## src/rtl/qick_div_pipe.sv

```systemverilog
// qick_div_pipe: fully pipelined restoring integer divider, signed or unsigned per operation.
// Pipeline: stage-0 input register, N_PIPE restoring stages, registered output stage.
module qick_div_pipe #(
    parameter int DW        = 32,
    parameter int N_PIPE    = 8,
    parameter bit SIGNED_EN = 1'b1
) (
    input  logic          clk_i,
    input  logic          rst_i,
    input  logic          start_i,
    input  logic          signed_i,
    input  logic [DW-1:0] A_i,
    input  logic [DW-1:0] B_i,
    output logic          ready_o,
    output logic          busy_o,
    output logic          valid_o,
    output logic [DW-1:0] div_quotient_o,
    output logic [DW-1:0] div_remainder_o,
    output logic          div_zero_o
);
    localparam int BPS = DW / N_PIPE;
    localparam int NS  = N_PIPE + 1;

    logic [NS-1:0] vld_q;
    logic [NS-1:0] negq_q;
    logic [NS-1:0] negr_q;
    logic [NS-1:0] dz_q;
    logic [DW-1:0] rem_q [NS];
    logic [DW-1:0] rem_d [NS];
    logic [DW-1:0] quo_q [NS];
    logic [DW-1:0] quo_d [NS];
    logic [DW-1:0] dvs_q [NS];
    logic [DW-1:0] a_q   [NS];
    logic [DW-1:0] dvs0_d;

    logic            sgn;
    logic [2*DW-1:0] r_wide;
    logic [2*DW-1:0] d_shift;
    logic [DW-1:0]   q_work;
    int              bit_idx;

    logic            valid_q;
    logic            dz_o_q;
    logic            dz_o_d;
    logic [DW-1:0]   quo_o_q;
    logic [DW-1:0]   quo_o_d;
    logic [DW-1:0]   rem_o_q;
    logic [DW-1:0]   rem_o_d;

    always_comb begin
        sgn      = SIGNED_EN ? signed_i : 1'b0;
        rem_d[0] = (sgn && A_i[DW-1]) ? -A_i : A_i;
        quo_d[0] = '0;
        dvs0_d   = (sgn && B_i[DW-1]) ? -B_i : B_i;
        r_wide   = '0;
        d_shift  = '0;
        q_work   = '0;
        bit_idx  = 0;
        // The remainder never exceeds |A|, so DW bits hold it; only the compare needs 2*DW.
        for (int k = 1; k < NS; k++) begin
            r_wide = {{DW{1'b0}}, rem_q[k-1]};
            q_work = quo_q[k-1];
            for (int j = 0; j < BPS; j++) begin
                bit_idx = DW - 1 - (k - 1) * BPS - j;
                d_shift = {{DW{1'b0}}, dvs_q[k-1]} << bit_idx;
                if (r_wide >= d_shift) begin
                    r_wide = r_wide - d_shift;
                    q_work = q_work | (DW'(1) << bit_idx);
                end
            end
            rem_d[k] = r_wide[DW-1:0];
            quo_d[k] = q_work;
        end
    end

    always_comb begin
        dz_o_d = dz_q[N_PIPE];
        if (dz_q[N_PIPE]) begin
            quo_o_d = '1;
            rem_o_d = a_q[N_PIPE];
        end else begin
            quo_o_d = negq_q[N_PIPE] ? -quo_q[N_PIPE] : quo_q[N_PIPE];
            rem_o_d = negr_q[N_PIPE] ? -rem_q[N_PIPE] : rem_q[N_PIPE];
        end
    end

    // Datapath registers carry no reset; the valid bits alone qualify them.
    always_ff @(posedge clk_i) begin
        rem_q[0]  <= rem_d[0];
        quo_q[0]  <= quo_d[0];
        dvs_q[0]  <= dvs0_d;
        a_q[0]    <= A_i;
        negq_q[0] <= sgn & (A_i[DW-1] ^ B_i[DW-1]);
        negr_q[0] <= sgn & A_i[DW-1];
        dz_q[0]   <= (B_i == '0);
        for (int k = 1; k < NS; k++) begin
            rem_q[k]  <= rem_d[k];
            quo_q[k]  <= quo_d[k];
            dvs_q[k]  <= dvs_q[k-1];
            a_q[k]    <= a_q[k-1];
            negq_q[k] <= negq_q[k-1];
            negr_q[k] <= negr_q[k-1];
            dz_q[k]   <= dz_q[k-1];
        end
    end

    always_ff @(posedge clk_i) begin
        if (rst_i) begin
            vld_q   <= '0;
            valid_q <= 1'b0;
            dz_o_q  <= 1'b0;
            quo_o_q <= '0;
            rem_o_q <= '0;
        end else begin
            vld_q   <= {vld_q[NS-2:0], start_i};
            valid_q <= vld_q[N_PIPE];
            if (vld_q[N_PIPE]) begin
                dz_o_q  <= dz_o_d;
                quo_o_q <= quo_o_d;
                rem_o_q <= rem_o_d;
            end
        end
    end

    assign ready_o         = ~rst_i;
    assign busy_o          = (|vld_q) | valid_q;
    assign valid_o         = valid_q;
    assign div_quotient_o  = quo_o_q;
    assign div_remainder_o = rem_o_q;
    assign div_zero_o      = dz_o_q;

endmodule

```

## config.mk

```make
export PLATFORM = sky130hd
export DESIGN_NAME = qick_div_pipe
export DESIGN_NICKNAME = d
export VERILOG_FILES = /design/src/rtl/qick_div_pipe.sv
export SDC_FILE = /design/constraint.sdc
export NUM_CORES = 2
export LEC_CHECK = 0
export BUFFER_PORTS_ARGS = -buffer_cell sky130_fd_sc_hd__buf_2
export CAP_MARGIN = 15
export CORE_MARGIN = 10
export CORE_UTILIZATION = 40
export DETAILED_ROUTE_END_ITERATION = 8
export RECOVER_POWER = 25
export SLEW_MARGIN = 20
export SYNTH_ARGS = -nofsm -noshare
export SYNTH_HDL_FRONTEND = slang
export SYNTH_SLANG_ARGS = --single-unit
```

## constraint.sdc

```tcl
create_clock -name clk_i -period 29 [get_ports clk_i]
set_input_delay 1.45 -clock clk_i [delete_from_list [all_inputs] [get_ports clk_i]]
set_output_delay 1.45 -clock clk_i [all_outputs]
set_load 0.02 [all_outputs]
```

---- Word-level counts from Yosys, hierarchy flattened ----
Memories as Yosys holds them, arrays and structs flattened.
Index checks and enable logic that the tools add are counted.
storage, ports and cells
  input port bits ......................... 68
  logic and storage cells ................. 159
  ROM bits ................................ 0
  bits in registers ....................... 102
  memories kept ........................... 4
  bits in latches ......................... 0
  memory bits (writable) .................. 1152
  output and inout port bits .............. 68
cells by class
  equality and inequality tests ........... 0
  shift-type cells ........................ 0
  multipliers ............................. 0
  add/subtract/negate cells ............... 36
  multiplexer cells ....................... 70
  bitwise logic cells ..................... 5
  reductions and logical operators ........ 4
  $lt $le $gt $ge ......................... 32
  divide/modulo/power cells ............... 0
memory list
  memory  depth  bits a word  read ports  clocked after memory_dff  write ports  RTL line  source
  a_q     9      32           9           0                         9            33        logic [DW-1:0] a_q [NS];
  dvs_q   9      32           8           0                         9            32        logic [DW-1:0] dvs_q [NS];
  quo_q   9      32           9           0                         9            30        logic [DW-1:0] quo_q [NS];
  rem_q   9      32           9           0                         9            28        logic [DW-1:0] rem_q [NS];
operator list
  kind                            number
  two-way mux 64 bit              24
  two-way mux 32 bit              15
  subtractor 32 bit               8
  negator 32 bit                  4
  >= comparator 64 x 32 -> 1 bit  1
  >= comparator 64 x 33 -> 1 bit  1
  >= comparator 64 x 34 -> 1 bit  1
  >= comparator 64 x 36 -> 1 bit  1
  >= comparator 64 x 37 -> 1 bit  1
  >= comparator 64 x 38 -> 1 bit  1
  >= comparator 64 x 40 -> 1 bit  1
  >= comparator 64 x 41 -> 1 bit  1
  >= comparator 64 x 42 -> 1 bit  1
  >= comparator 64 x 44 -> 1 bit  1
  >= comparator 64 x 45 -> 1 bit  1
  >= comparator 64 x 46 -> 1 bit  1
  >= comparator 64 x 48 -> 1 bit  1
  >= comparator 64 x 49 -> 1 bit  1
  >= comparator 64 x 50 -> 1 bit  1
  >= comparator 64 x 52 -> 1 bit  1
  >= comparator 64 x 53 -> 1 bit  1
  >= comparator 64 x 54 -> 1 bit  1
  >= comparator 64 x 56 -> 1 bit  1
  >= comparator 64 x 57 -> 1 bit  1
  74 further kinds                76

---- Depth between registers and ports, before layout ----
An unclocked memory read counts as a cell.
  word-level depth ........................ 9
  depth in mapped cells ................... 60
  mapped depth without buffers ............ 53

---- Least setup slack after synthesis ----
Ideal clock, no wire load.
  kind .................................... reg2reg
  start point ............................. memory dvs_q[5][1] (netlist: dvs_q[0][161])
  end point ............................... memory rem_q[6][16] (netlist: rem_q[0][208])
  library setup time ...................... 0.130 ns
  data arrival time ....................... 11.719 ns
  cell stages (with the launch flop) ...... 56
  clock period less this slack ............ 11.849 ns
  path slack .............................. 17.151 ns
  cell sequence ........................... dfxtp_1 > inv_1 > ha_1 > nor2b_1 > o21ai_0 > a21oi_1 > o21ai_0 > nand2_1 > a21o_1 > a221oi_1 > clkbuf_1 > mux2_2 > ha_1 > nor2b_1 > o31a_1 > nor4_1 > o31ai_1 > o211ai_1 > [... 20 more ...] > a21oi_1 > ha_1 > a21o_1 > a21oi_1 > o21bai_1 > a211o_1 > a31o_2 > nand2b_1 > a21oi_1 > o31ai_1 > a2111oi_0 > nor2_1 > or3_1 > clkbuf_1 > o21ba_1 > buf_2 > buf_2 > o22ai_1
RTL lines
  item                RTL line
  start: declaration  32
  end: declaration    28

==> summary.md <==
| Metric | Value |
|---|---|
| Setup WS pre-CTS | 14.01 ns |
| Die width | 458 µm |
| First-pass GRT wire length | 368 mm |
| Critical R2R Launch | dvs_q[0][225] |
| Mapped Area | 0.0768 mm² |
| Fin worst setup slack | 13.93 ns |
| Vias in the first global route | 64.7k |
| Max-cap violations | 0 |
| CTS sink cnt | 1070 |
| Seq cells post-synth | 1070 |
| Peak VDD IR | 0.0000991 V |
| Most common cell after layout, fill and taps aside | dfxtp_1 |
| Clk Latency, worst-skew pair | 0.76 ns |
| Total track usage | 0.216 |
| RSZ-0062 raised after global routing | false |
| First-pass detailed-route iteration total | 6 |
| Filler cells | 18.7k |
| Sequential share of power | 0.253 |
| Dpl hpwl | 195 mm |
| WP data required | 29.64 ns |
| Status | completed |
| Layout cells sized above 1 | 0.0816 |
| DIE HEIGHT | 458 µm |
| FP Rows | 160 |
| Syn Nets | 10.1k |
| Die ar. | 0.210 mm² |
| Gpl congestion | 0.977 |
| Async SR Flop Fraction | 0 |
| FF/Latch Area | 0.0214 mm² |
| Post-cts resize count | 0 |
| Leak pwr | 0.0383 µW |
| Clock root cell | clkbuf_16 |
| Postcts setup bufs | 0 |
| Post-synth EDFFs | 0 |
| Setup TNS | 0 ns |
| Hold-fix buffers, CTS | 0 |
| Reg2Reg Depth | 49 |
| Core box area | 0.191 mm² |
| Iter 0 DRT Violations | 5073 |
| P per Cell Area | 83.6 mW/mm² |
| Final Hold Fails | 0 |
| Critical path's most frequent cell | a21oi_1 |
| Antenna violations before repair | 17 |
| CP delay by family, top | compound AO/OA/AOI/OAI gates |
| # IOs | 136 |
| Final ANT Viol Nets | 0 |
| WL final | 239 mm |
| Buffers on Ports | 135 |
| Crit path DAT | 15.71 ns |
| Most frequent cells in the layout | dfxtp_1, ha_1, a21oi_1 |
| Gate power share | 0.533 |
| Psw | 2810 µW |
| CP Launch Point | dvs_q[0][225] |
| Mapped Avg Cell Area | 8.39 µm² |
| Critical Path Fanout Max | 44 |
| Via count | 67.1k |
| Clk pin slew, worst setup/hold paths | 0.06 ns |
| CP Launch Type | flip-flop |
| Clk_skew | 0.0689 ns |
| Clock power share | 0.214 |
| Slew Viols, Final | 0 |
| DRC | 0 |
| Deepest clock path buffer count | 3 |
| GRT overflow | 0 |
| Post-synthesis sequential area ratio | 0.279 |
| R2r endpoint | rem_q[0][287] |
| Worst-Margin Slew | 1.12 ns |
| CP Capture Type | flip-flop |
| Fin crit period | 15.07 ns |
| Distinct cells, synth | 102 |
| Area delta synth->final | 9.44% |
| Largest net degree at the start of global routing | 77 |
| Worst hold path type | flip-flop to flip-flop |
| Worst setup path endpoint | rem_q[0][287] |
| Final nets | 10.2k |
| Vias per cell | 5.68 |
| Pint | 4220 µW |
| Slowest-stage cell, CP | nor4b_1 |
| Cell count after synthesis | 9154 |
| Critical path class | flip-flop to flip-flop |
| Synth Warn # | 0 |
| Period utilization | 0.520 |
| Sw Ratio | 0.400 |
| WL per Instance | 20.2 µm |
| CTS tree | done |
| Ys flop type | dfxtp_1 |
| # setup viols final | 0 |
| Area of the multi-input gates | 0.0524 mm² |
| Slowest stage delay, CP | 0.82 ns |
| CTS H-tree depth | 3 |
| R2R Setup Slk | 13.93 ns |
| Initial Util | 0.403 |
| Worst path bufs/invs | 8 |
| Clock buffer count from CTS | 109 |
| Relative slew margins | 0.254 |
| Fmax | 66.4 MHz |
| Critical Path Stages | 49 |
==> worst min-delay path by stage <==
stage                startpoint          end  depth (start not counted)
global placement     a_q[0][66]   a_q[0][98]                          0
finish              a_q[0][230]  a_q[0][262]                          0
floorplan            a_q[0][68]  a_q[0][100]                          0
CTS                 a_q[0][230]  a_q[0][262]                          0
global route        a_q[0][230]  a_q[0][262]                          0
detailed placement   a_q[0][68]  a_q[0][100]                          0
==> sequential cells by signal (all words and copies together), names as in the netlist <==
register         count
dvs_q              256
negr_q               9
a_q                280
div_remainder_o     32
valid_o              1
dz_q                 9
quo_q              144
negq_q               9
div_quotient_o      32
vld_q                9
rem_q              288
div_zero_o           1
==> power by group through the flow <==
stage / sequential, µW / combinational [µW] / clock [µW]
6_report: 1780 / 3740 / 1510
3_5_place_dp: 1810 / 3670 / 0
4_1_cts: 1780 / 3710 / 1540
3_3_place_gp: 1810 / 3630 / 0
2_1_floorplan: 1720 / 2980 / 0
5_1_grt: 1790 / 4150 / 1600
==> cells in the mapped netlist (all sizes together), types with 36 or more instances <==
master | number | share of area
o31ai | 69 | 0.0067
mux2i | 70 | 0.0091
a21boi | 36 | 0.0035
o21bai | 116 | 0.011
or2 | 37 | 0.0030
and3 | 77 | 0.0063
nand4 | 160 | 0.013
o21a | 120 | 0.012
a31oi | 72 | 0.0059
o211ai | 43 | 0.0042
a211oi | 70 | 0.0071
and2 | 84 | 0.0068
nor3 | 155 | 0.010
nand2 | 648 | 0.032
o22ai | 54 | 0.0044
nand3 | 132 | 0.0086
or3 | 46 | 0.0037
xnor2 | 468 | 0.053
a21oi | 808 | 0.053
nor4 | 131 | 0.011
nand2b | 139 | 0.011
and4 | 37 | 0.0042
xor2 | 288 | 0.033
inv | 555 | 0.027
clkbuf | 169 | 0.0083
a21o | 381 | 0.037
buf | 61 | 0.0039
o21ai | 613 | 0.040
mux2 | 298 | 0.045
nor2 | 674 | 0.033
nor2b | 133 | 0.011
ha | 893 | 0.15
dfxtp | 1070 | 0.28
==> through the flow <==
step                total power [µW]  instance area [µm²]  hold WS, ns  utilization  std cells
floorplan                       4700                76800        0.310            -       9154
global placement                5440                80100        0.310        0.420      11600
detailed placement              5470                80100        0.312        0.420      11600
CTS                             7030                84000        0.304        0.441      11800
global route                    7540                84000        0.312        0.441      11800
finish                          7030                84000        0.304        0.441      11800
==> metal layers <==
metal,global-route usage,share of wire,vias up
met5,0,0,-
met4,0.0868,0.043,0
met3,0.0255,0.049,413
met2,0.367,0.47,1753
met1,0.278,0.44,31700
li1,-,-,33300
==> logic make-up (layout without fill, tap and decap cells) <==
family | after synthesis | after routing | share of synthesized area
adders and majority gates | 924 | 924 | 0.154
xor gates and xnor gates | 756 | 756 | 0.0863
buffers and inverters | 787 | 938 | 0.0394
AOI/OAI and AO/OA | 2684 | 2684 | 0.221
DFF | 1070 | 1070 | 0.279
other | 0 | 5 | 0
and+or+nand+nor | 2565 | 2565 | 0.167
muxes | 368 | 368 | 0.0543
==> cell type report <==
type,instances,area share
Multi-Input combinational cell,7297,0.624
Clock inverter,63,0.0106
Antenna cell,5,0.000149
Clock buffer,137,0.0359
Timing Repair Buffer,181,0.0122
Inverter,557,0.0249
Tap cell,2511,0.0374
Sequential cell,1070,0.255
==> worst reg2reg max path: cells and delay by family, from the launching register on <==
family,cells,cell delay (ns)
and+or+nand+nor,11,2.81
AOI/OAI and AO/OA,24,6.49
buffers and inverters,8,2.74
adders and majority gates,4,1.54
muxes,2,0.92
DFF,1,0.51
(Power assumes the default switching activity.)
